**config.mk**
```make
export PLATFORM = sky130hd
export DESIGN_NAME = glb_bank_rd_streamer
export DESIGN_NICKNAME = d
export VERILOG_FILES = /design/src/rtl/glb_bank_rd_streamer_pkg.sv /design/src/rtl/glb_bank_rd_streamer_fifo.sv /design/src/rtl/glb_bank_rd_streamer.sv
export SDC_FILE = /design/constraint.sdc
export NUM_CORES = 1
export LEC_CHECK = 0
export ABC_AREA = 1
export BUFFER_PORTS_ARGS = -buffer_cell sky130_fd_sc_hd__buf_2
export CAP_MARGIN = 20
export CORE_MARGIN = 2
export CORE_UTILIZATION = 63
export DETAILED_ROUTE_END_ITERATION = 10
export PLACE_DENSITY = 0.91
export SLEW_MARGIN = 20
export SYNTH_ARGS = -nofsm -noshare
export SYNTH_HDL_FRONTEND = slang
export SYNTH_SLANG_ARGS = --single-unit
```
**constraint.sdc**
```tcl
create_clock -name clk -period 9.72 [get_ports clk]
set_input_delay 2.43 -clock clk [delete_from_list [all_inputs] [get_ports clk]]
set_output_delay 2.43 -clock clk [all_outputs]
set_load 0.03 [all_outputs]
```
**src/rtl/glb_bank_rd_streamer_pkg.sv**
```systemverilog
// Shared definitions for the GLB bank read streamer: bank timing constant and FSM state encoding.
package global_buffer_param;
  localparam int RD_LATENCY = 3;
endpackage

package global_buffer_pkg;
  typedef enum logic [1:0] {
    IDLE  = 2'd0,
    RUN   = 2'd1,
    DRAIN = 2'd2
  } rd_stream_state_e;
endpackage

```
**src/rtl/glb_bank_rd_streamer_fifo.sv**
```systemverilog
// Return-data FIFO for the bank read streamer. When empty, a push is visible
// at the head in the same cycle, so pass-through traffic sees no bubble.
module glb_rd_stream_fifo #(
  parameter int WIDTH = 65,
  parameter int DEPTH = 4
) (
  input  logic                       clk,
  input  logic                       reset,
  input  logic                       push_i,
  input  logic [WIDTH-1:0]           push_data_i,
  input  logic                       pop_i,
  output logic [WIDTH-1:0]           head_o,
  output logic                       valid_o,
  output logic [$clog2(DEPTH+1)-1:0] count_o
);
  localparam int PW = (DEPTH > 1) ? $clog2(DEPTH) : 1;
  localparam int CW = $clog2(DEPTH + 1);

  logic [WIDTH-1:0] mem_q [DEPTH];
  logic [PW-1:0]    wr_ptr_q, rd_ptr_q;
  logic [CW-1:0]    count_q;
  logic             empty, full, pop_fire, do_write, do_read;

  function automatic logic [PW-1:0] ptr_inc(input logic [PW-1:0] p);
    return (p == PW'(DEPTH - 1)) ? '0 : p + 1'b1;
  endfunction

  always_comb begin
    empty    = (count_q == '0);
    full     = (count_q == CW'(DEPTH));
    valid_o  = !empty || push_i;
    head_o   = empty ? push_data_i : mem_q[rd_ptr_q];
    pop_fire = pop_i && valid_o;
    do_read  = pop_fire && !empty;
    // a bypassed word is consumed straight off the push bus and never stored
    do_write = push_i && !(empty && pop_fire) && (!full || do_read);
  end

  assign count_o = count_q;

  always_ff @(posedge clk) begin
    if (do_write) mem_q[wr_ptr_q] <= push_data_i;
  end

  always_ff @(posedge clk) begin
    if (reset) begin
      wr_ptr_q <= '0;
      rd_ptr_q <= '0;
      count_q  <= '0;
    end else begin
      if (do_write) wr_ptr_q <= ptr_inc(wr_ptr_q);
      if (do_read)  rd_ptr_q <= ptr_inc(rd_ptr_q);
      count_q <= count_q + CW'(do_write) - CW'(do_read);
    end
  end
endmodule

```
**src/rtl/glb_bank_rd_streamer.sv**
```systemverilog
// Strided GLB bank read initiator with credit-limited issue and a valid/ready output stream.
// Optional multi-pass re-walk is enabled by defining GLB_RD_STREAM_REPEAT_EN.
//
// state | meaning
// IDLE  | waiting for cfg_start
// RUN   | issuing bank reads while credits allow
// DRAIN | all reads issued; waiting for returns and the stream to empty
module glb_bank_rd_streamer
  import global_buffer_pkg::*;
#(
  parameter int BANK_ADDR_WIDTH  = 17,
  parameter int BANK_DATA_WIDTH  = 64,
  parameter int BANK_BYTE_OFFSET = 3,
  parameter int RD_LATENCY       = global_buffer_param::RD_LATENCY,
  parameter int FIFO_DEPTH       = 4,
  parameter int CNT_WIDTH        = 16
) (
  input  logic                       clk,
  input  logic                       reset,
  input  logic                       cfg_start,
  input  logic [BANK_ADDR_WIDTH-1:0] cfg_start_addr,
  input  logic [CNT_WIDTH-1:0]       cfg_num_words,
  input  logic [CNT_WIDTH-1:0]       cfg_stride,
`ifdef GLB_RD_STREAM_REPEAT_EN
  input  logic [CNT_WIDTH-1:0]       cfg_num_repeat,
`endif
  input  logic                       bank_busy,
  output logic                       packet_rd_en,
  output logic [BANK_ADDR_WIDTH-1:0] packet_rd_addr,
  input  logic [BANK_DATA_WIDTH-1:0] packet_rd_data,
  input  logic                       packet_rd_data_valid,
  output logic [BANK_DATA_WIDTH-1:0] stream_data,
  output logic                       stream_valid,
  input  logic                       stream_ready,
  output logic                       stream_last,
  output logic                       busy,
  output logic                       done,
  output logic                       err_unexpected_rd
);
  // outstanding never exceeds FIFO_DEPTH; extra headroom covers the bank pipeline
  localparam int OW = $clog2(FIFO_DEPTH + RD_LATENCY + 1);
  localparam int FCW = $clog2(FIFO_DEPTH + 1);
  localparam logic [BANK_ADDR_WIDTH-1:0] WORD_MASK = BANK_ADDR_WIDTH'((1 << BANK_BYTE_OFFSET) - 1);

  rd_stream_state_e           state_q, state_d;
  logic [BANK_ADDR_WIDTH-1:0] addr_q, rd_addr_q, addr_step;
  logic [CNT_WIDTH-1:0]       stride_q, issue_left_q, push_left_q;
`ifdef GLB_RD_STREAM_REPEAT_EN
  logic [BANK_ADDR_WIDTH-1:0] base_addr_q;
  logic [CNT_WIDTH-1:0]       num_words_q, issue_rep_q, push_rep_q;
`endif
  logic [OW-1:0]              outstanding_q;
  logic                       rd_en_q, zero_done_q, err_q;
  logic [FCW-1:0]             fifo_count;
  logic [BANK_DATA_WIDTH:0]   fifo_head;
  logic [31:0]                occupancy;
  logic                       start_ok, issue, push, push_last, last_issue, drain_done;
  logic                       final_issue_pass, final_push_pass;

  always_comb begin
`ifdef GLB_RD_STREAM_REPEAT_EN
    final_issue_pass = (issue_rep_q == '0);
    final_push_pass  = (push_rep_q == '0);
`else
    final_issue_pass = 1'b1;
    final_push_pass  = 1'b1;
`endif
    start_ok   = (state_q == IDLE) && cfg_start;
    addr_step  = BANK_ADDR_WIDTH'(32'(stride_q) << BANK_BYTE_OFFSET);
    // a word leaving the stream this cycle frees its credit immediately
    occupancy  = 32'(outstanding_q) + 32'(fifo_count) - 32'(stream_valid && stream_ready);
    issue      = (state_q == RUN) && !bank_busy && (occupancy < 32'(FIFO_DEPTH));
    push       = packet_rd_data_valid && (outstanding_q != '0);
    push_last  = (push_left_q == CNT_WIDTH'(1)) && final_push_pass;
    last_issue = issue && (issue_left_q == CNT_WIDTH'(1)) && final_issue_pass;
    drain_done = (state_q == DRAIN) && (outstanding_q == '0) && (fifo_count == '0) && !push;

    state_d = state_q;
    case (state_q)
      IDLE:    if (cfg_start && cfg_num_words != '0) state_d = RUN;
      RUN:     if (last_issue) state_d = DRAIN;
      DRAIN:   if (drain_done) state_d = IDLE;
      default: state_d = IDLE;
    endcase
  end

  always_ff @(posedge clk) begin
    if (reset) begin
      state_q       <= IDLE;
      addr_q        <= '0;
      rd_addr_q     <= '0;
      stride_q      <= '0;
      issue_left_q  <= '0;
      push_left_q   <= '0;
`ifdef GLB_RD_STREAM_REPEAT_EN
      base_addr_q   <= '0;
      num_words_q   <= '0;
      issue_rep_q   <= '0;
      push_rep_q    <= '0;
`endif
      outstanding_q <= '0;
      rd_en_q       <= 1'b0;
      zero_done_q   <= 1'b0;
      err_q         <= 1'b0;
    end else begin
      state_q     <= state_d;
      rd_en_q     <= issue;
      zero_done_q <= start_ok && (cfg_num_words == '0);
      if (issue) rd_addr_q <= addr_q;

      case ({issue, push})
        2'b10:   outstanding_q <= outstanding_q + 1'b1;
        2'b01:   outstanding_q <= outstanding_q - 1'b1;
        default: outstanding_q <= outstanding_q;
      endcase

      if (packet_rd_data_valid && outstanding_q == '0) err_q <= 1'b1;
      else if (start_ok) err_q <= 1'b0;

      if (start_ok) begin
        addr_q       <= cfg_start_addr & ~WORD_MASK;
        stride_q     <= cfg_stride;
        issue_left_q <= cfg_num_words;
        push_left_q  <= cfg_num_words;
`ifdef GLB_RD_STREAM_REPEAT_EN
        base_addr_q  <= cfg_start_addr & ~WORD_MASK;
        num_words_q  <= cfg_num_words;
        issue_rep_q  <= cfg_num_repeat;
        push_rep_q   <= cfg_num_repeat;
`endif
      end else begin
        if (issue) begin
`ifdef GLB_RD_STREAM_REPEAT_EN
          if (issue_left_q == CNT_WIDTH'(1) && !final_issue_pass) begin
            addr_q       <= base_addr_q;
            issue_left_q <= num_words_q;
            issue_rep_q  <= issue_rep_q - 1'b1;
          end else
`endif
          begin
            addr_q       <= addr_q + addr_step;
            issue_left_q <= issue_left_q - 1'b1;
          end
        end
        if (push) begin
`ifdef GLB_RD_STREAM_REPEAT_EN
          if (push_left_q == CNT_WIDTH'(1) && !final_push_pass) begin
            push_left_q <= num_words_q;
            push_rep_q  <= push_rep_q - 1'b1;
          end else
`endif
          begin
            push_left_q <= push_left_q - 1'b1;
          end
        end
      end
    end
  end

  glb_rd_stream_fifo #(
    .WIDTH(BANK_DATA_WIDTH + 1),
    .DEPTH(FIFO_DEPTH)
  ) u_fifo (
    .clk         (clk),
    .reset       (reset),
    .push_i      (push),
    .push_data_i ({push_last, packet_rd_data}),
    .pop_i       (stream_ready),
    .head_o      (fifo_head),
    .valid_o     (stream_valid),
    .count_o     (fifo_count)
  );

  assign stream_last       = fifo_head[BANK_DATA_WIDTH];
  assign stream_data       = fifo_head[BANK_DATA_WIDTH-1:0];
  assign packet_rd_en      = rd_en_q;
  assign packet_rd_addr    = rd_addr_q;
  assign busy              = (state_q != IDLE);
  assign done              = drain_done || zero_done_q;
  assign err_unexpected_rd = err_q;
endmodule

```
* After elaboration in Yosys (flattened, before gate mapping)
Memories as Yosys holds them, arrays and structs flattened. A register that Yosys moved wholly into a read port is not among the register bits.
Cells that the tools add are included.
** Operators by class
- Add/sub/neg operators :: 11
- Magnitude comparators :: 1
- Equality and inequality tests :: 12
- Multiplexer cells :: 20
- Reductions and logical operators :: 37
** Operator list (count)
- $mux W65 :: 1
- $mux W16 :: 4
- $mux W17 :: 2
- $eq A16 B1 Y1 const B :: 2
- $lt A32 B3 Y1 const B :: 1
- $sub A16 B1 Y16 const B :: 2
- $add A17 B17 Y17 :: 1
- $logic_and A1 B1 Y1 :: 16
- $logic_not A16 Y1 :: 1
- $reduce_bool A16 Y1 :: 1
- $mux W2 :: 7
- $reduce_bool A2 Y1 :: 5
- $eq A2 B2 Y1 const B :: 4
- $logic_not A3 Y1 :: 2
- $pmux W2 S3 :: 1
- $pmux W3 S2 :: 1
- $logic_not A1 Y1 :: 5
- $sub A4 B1 Y5 :: 1
- $add A2 B1 Y2 const B :: 2
- $add A3 B3 Y4 :: 1
- $eq A2 B1 Y1 const B :: 2
- $mux W1 :: 4
- $ne A2 B2 Y1 const B :: 2
- $add A3 B1 Y3 :: 1
- other kinds (10) :: 12
** Storage, ports and cells
- Register bits after elaboration :: 95
- Bits in writable memories :: 260
- Input port bits :: 119
- Output and inout port bits :: 87
- Logic and storage cells :: 96
- Memories kept :: 1
** Memory list
- u_fifo.mem_q :: words 4, width 65, read ports 1, clocked after Yosys merged registers in 1, wr ports 1, line glb_bank_rd_streamer_fifo.sv:19 : logic [WIDTH-1:0] mem_q [DEPTH];

* Logic depth before layout (Yosys ltp)
- Depth in word-level cells :: 10
- Mapped depth :: 20
- Depth with buffers taken out :: 18

* Cells and area by module
Synthesis repeated with hierarchy kept, for this count alone.
** Unflattened totals
- Cells, all modules :: 1669
- Area, all modules :: 15909.0 sq um
** By module, submodules not included
- glb_rd_stream_fifo :: times used 1, cells an instance 906, area an instance 10964.3 sq um, sequential area each 7987.7 sq um
- glb_bank_rd_streamer :: times used 1, cells an instance 763, area an instance 4944.7 sq um, sequential area each 1641.6 sq um

* Least setup slack after synthesis
Ideal clock, no wire load.
- Kind :: input port to flip-flop
- Start point :: input stream_ready
- End point :: memory u_fifo.mem_q[0][0] (enable)
- Setup time :: 488 ps
- Arrival :: 5482 ps
- Data required time :: 9232 ps
- Setup slack :: 3749 ps
- Stages on the path :: 3
- Path buffers :: 0
- Cell sequence :: o21ai_0 nand2_2 nor2_1
** Between the ends
- Word-level cells in the longest chain between the ends :: 7
- Elaborated cells on any way between the ends :: 9
- Those cells by class :: mux: 2; reduce/logical: 7
** RTL lines
- from (decl) :: line glb_bank_rd_streamer.sv:34 : input logic stream_ready,
- $logic_and A1 B1 Y1 (*) :: line glb_bank_rd_streamer_fifo.sv:33 : pop_fire = pop_i && valid_o;
- $logic_and A1 B1 Y1 :: line glb_bank_rd_streamer_fifo.sv:36 : do_write = push_i && !(empty && pop_fire) && (!full || do_read);
- $logic_not A1 Y1 :: line glb_bank_rd_streamer_fifo.sv:36
- $logic_and A1 B1 Y1 :: line glb_bank_rd_streamer_fifo.sv:36
- $logic_and A1 B1 Y1 (*) :: line glb_bank_rd_streamer_fifo.sv:36
- $mux W1 (*) :: line glb_bank_rd_streamer_fifo.sv:42 : if (do_write) mem_q[wr_ptr_q] <= push_data_i;
- $mux W1 (not written as such) (*) :: line glb_bank_rd_streamer_fifo.sv:42
- to (decl) :: line glb_bank_rd_streamer_fifo.sv:19
Mark *: on every way between the ends. The rest lies on a longest branch, timed or not.

* Final worst setup path
- Start point :: input packet_rd_data[10]
- End point :: output stream_data[10]
** Between the ends
- Word-level cells in the longest chain between the ends :: 1
** RTL lines
- from (decl) :: line glb_bank_rd_streamer.sv:30 : input logic [BANK_DATA_WIDTH-1:0] packet_rd_data,
- $mux W65 :: line glb_bank_rd_streamer_fifo.sv:32 : head_o = empty ? push_data_i : mem_q[rd_ptr_q];
- to (decl) :: line glb_bank_rd_streamer.sv:32 : output logic [BANK_DATA_WIDTH-1:0] stream_data,
No other way between the ends.

==> results.py <==
metrics = {
    "outcome": {
        "status": "completed",
    },
    "yosys": {
        "ys_seq_area_frac": 0.6048,
        "yosysWarnings": 0,
        "syn_inst": 1686,
        "synth_area_mm2": 0.01592,
        "yosys.area.top_type": "edfxtp_1",
        "synth_area_leaders": "edfxtp_1 (49%), dfxtp_1 (11%), nor2_1 (10%)",
        "synth_ff_type": "edfxtp_1",
        "synth-seq-cells": 351,
        "synth_area_per_cell_um2": 9.443,
        "async_flop_share": 0,
        "synth_edf_count": 260,
        "yosys.area.top_type_share": 0.4904,
        "synth.distinct_cells": 45,
    },
    "die": {
        "chipHeight_um": 163.0,
        "start_util": 0.6378,
        "boundaryPins": 206,
        "core_area_mm2": 0.02496,
        "row_count": 58,
        "dieArea_mm2": 0.02656,
        "die_w_um": 163.0,
    },
    "clock_network": {
        "cts_buffers": 36,
        "post-cts-setup-buffers": 0,
        "cts_tree": "done",
        "clockBufferDepth": 3,
        "cts_htree_levels": 2,
        "cts-root-buf": "clkbuf_16",
        "path_clk_slew_ps": 60,
        "postCtsResizedCells": 0,
        "cts_num_sinks": 351,
        "clock_latency_ps": 520,
        "holdBufCountCts": 0,
    },
    "hold_path": {
        "holdCritPathClass": "flop to flop",
        "holdPathStages": 2,
    },
    "setup_path": {
        "cp_num_cells": 4,
        "cp_slowest_cell": "a31oi_1",
        "critPathRequiredTime_ps": 7290,
        "critical_path.top_delay_family": "buffers and inverters",
        "cp_num_buf_inv": 2,
        "cpPeakStageDelay_ps": 290,
        "crit_chain": "buf_2 -> nor2_1 -> a31oi_1 -> buf_2",
        "crit_fanout": 5,
        "rr_worst_depth": 18,
        "crit_type": "primary input to output pin",
        "arrival_ps": 3160,
        "crit_path_start_kind": "primary input",
        "crit_top_cell": "buf_2",
        "crit_path_end_kind": "output pin",
    },
    "drt": {
        "ant_nets": 0,
        "drt_pre_antenna_iters": 5,
        "avgViaCountPerCell": 5.709,
        "wl_per_cell_um": 16.77,
        "drt_iter0_drc": 1346,
        "drc": 0,
        "routed_wl_mm": 37.00,
        "num_vias": 12594,
    },
    "final_layout": {
        "drive_gt1_frac": 0.1548,
        "fin_util": 0.7262,
        "fillCellCount": 1641,
        "area_delta_synth_final_pct": 13.86,
        "fin_area_mm2": 0.01813,
        "nets": 2000,
    },
    "placement": {
        "gp_congestion": 0.9263,
        "placed_area_mm2": 0.01703,
        "io_buffers": 197,
        "hpwlAfterDp_mm": 21.82,
    },
    "sta": {
        "max_slew.worst_pin.slew_ps": 1016,
        "rsz0062_at_grt": "no",
        "holdWs_ps": 461.4,
        "finalSetupTns_ps": 0,
        "setup_violations": 0,
        "clock.fmax_mhz": 179.0,
        "hold_viol_final": 0,
        "slew_violations": 0,
        "final.min_clock_period_ps": 5587,
        "relSlewSlack": 0.3224,
        "fin_skew_ps": 9.819,
        "period_share": 0.5748,
    },
    "power": {
        "finalPower_w": 0.005291,
        "peakVddDrop_v": 0.0002627,
        "p_leak_nw": 7.280,
        "powerDensity_mw_per_mm2": 291.8,
    },
    "grt": {
        "grt_first_pass_wirelength_mm": 57.29,
        "grt_max_degree": 131,
        "antenna_found_initial": 3,
        "track_usage": 0.2704,
        "grt-ovfl-total": 0,
        "grt_pass1_vias": 11818,
    },
    "job": {
        "drv_cap": 0,
    },
}
area by class of cell:
type	instances	area (µm²)	share of cell area
Antenna cell	3	7.507	0.0004141
Clock buffer	50	974.7	0.05377
Clock inverter	13	115.1	0.006350
Inverter	117	444.2	0.02450
Multi-Input combinational cell	1133	5460	0.3012
Sequential cell	351	9634	0.5314
Tap cell	330	412.9	0.02278
Timing Repair Buffer	209	1080	0.05956
cell usage after synthesis (all sizes together), types with 2 or more instances:
library cell and count:
and2 2, xnor2 8, inv 117, nor3 6
nand4 10, nand2 241, a31oi 73, o21ai 170
nor2 437, a21boi 2, nand3b 5, nor4 3
nand3 57, xor2 17, buf 44, dfxtp 91
fa 3, edfxtp 260, ha 30, clkbuf 43
a21oi 59
layout by cell type (no fill, tap or decap), drive strengths merged, types with 8 or more instances in the layout:
| cell | Yosys | final |
|---|---|---|
| nor2 | 437 | 437 |
| edfxtp | 260 | 260 |
| nand2 | 241 | 241 |
| buf | 44 | 209 |
| o21ai | 170 | 170 |
| inv | 117 | 117 |
| dfxtp | 91 | 91 |
| a31oi | 73 | 73 |
| a21oi | 59 | 59 |
| nand3 | 57 | 57 |
| clkbuf | 43 | 50 |
| ha | 30 | 30 |
| xor2 | 17 | 17 |
| clkinv | 0 | 12 |
| nand4 | 10 | 10 |
| xnor2 | 8 | 8 |
cells by family after synthesis:
logic type | synth area share
buffers and inverters | 0.05540
flip-flops | 0.6048
XOR/XNOR | 0.01375
AO/OA/AOI/OAI | 0.1056
other | 0.0002355
AND/OR/NAND/NOR | 0.1928
adder cells (fa/ha/maj) | 0.02735
layer usage:
| layer | up-vias | global-route usage | wire (µm) |
|---|---|---|---|
| met2 | 561 | 0.4694 | 17980 |
| met4 | 4 | 0.09010 | 887 |
| met1 | 5934 | 0.3397 | 14920 |
| li1 | 6009 | - | - |
| met5 | - | 0 | 28 |
| met3 | 86 | 0.05602 | 3182 |
metrics by stage:
step	setup WS [ps]	cells
after CTS	4182	2203
after global routing	4106	2203
after floorplan	3749	1688
after global placement	4208	2140
after detailed placement	4184	2140
final	4133	2206
flip-flops by register name, indices dropped and copies added (netlist names), 3 cells and up, named ones only:
| name | cells |
|---|---|
| addr_q | 14 |
| issue_left_q | 16 |
| stride_q | 14 |
| packet_rd_addr | 14 |
| outstanding_q | 3 |
| u_fifo.count_o | 3 |
| u_fifo.mem_q | 260 |
| push_left_q | 16 |
final timing paths:
| path | startpoint | end | slack [ps] |
|---|---|---|---|
| worst max-delay path | packet_rd_data[10] | stream_data[10] | 4130 |
| worst min-delay path | packet_rd_addr[14] | packet_rd_addr[14] | 460 |
| worst max register to register | u_fifo.count_o[1] | outstanding_q[2] | 5960 |
| worst min register to register | packet_rd_addr[14] | packet_rd_addr[14] | 460 |
tightest hold or removal path, delay by kind of cell (launching register included):
family	cells	cell delay, ps
flip-flops	1	300
AND/OR/NAND/NOR	1	60
AO/OA/AOI/OAI	1	50
where the power goes:
part | internal (W) | total (W) | leakage (nW) | switching [W]
sequential | 0.00174 | 0.00183 | 3.09 | 0.0000812
combinational | 0.000595 | 0.00219 | 3.66 | 0.00160
clock | 0.000731 | 0.00127 | 0.529 | 0.000544
total | 0.00307 | 0.00529 | 7.28 | 0.00222
Note: power is estimated with default switching activity, not from simulation.
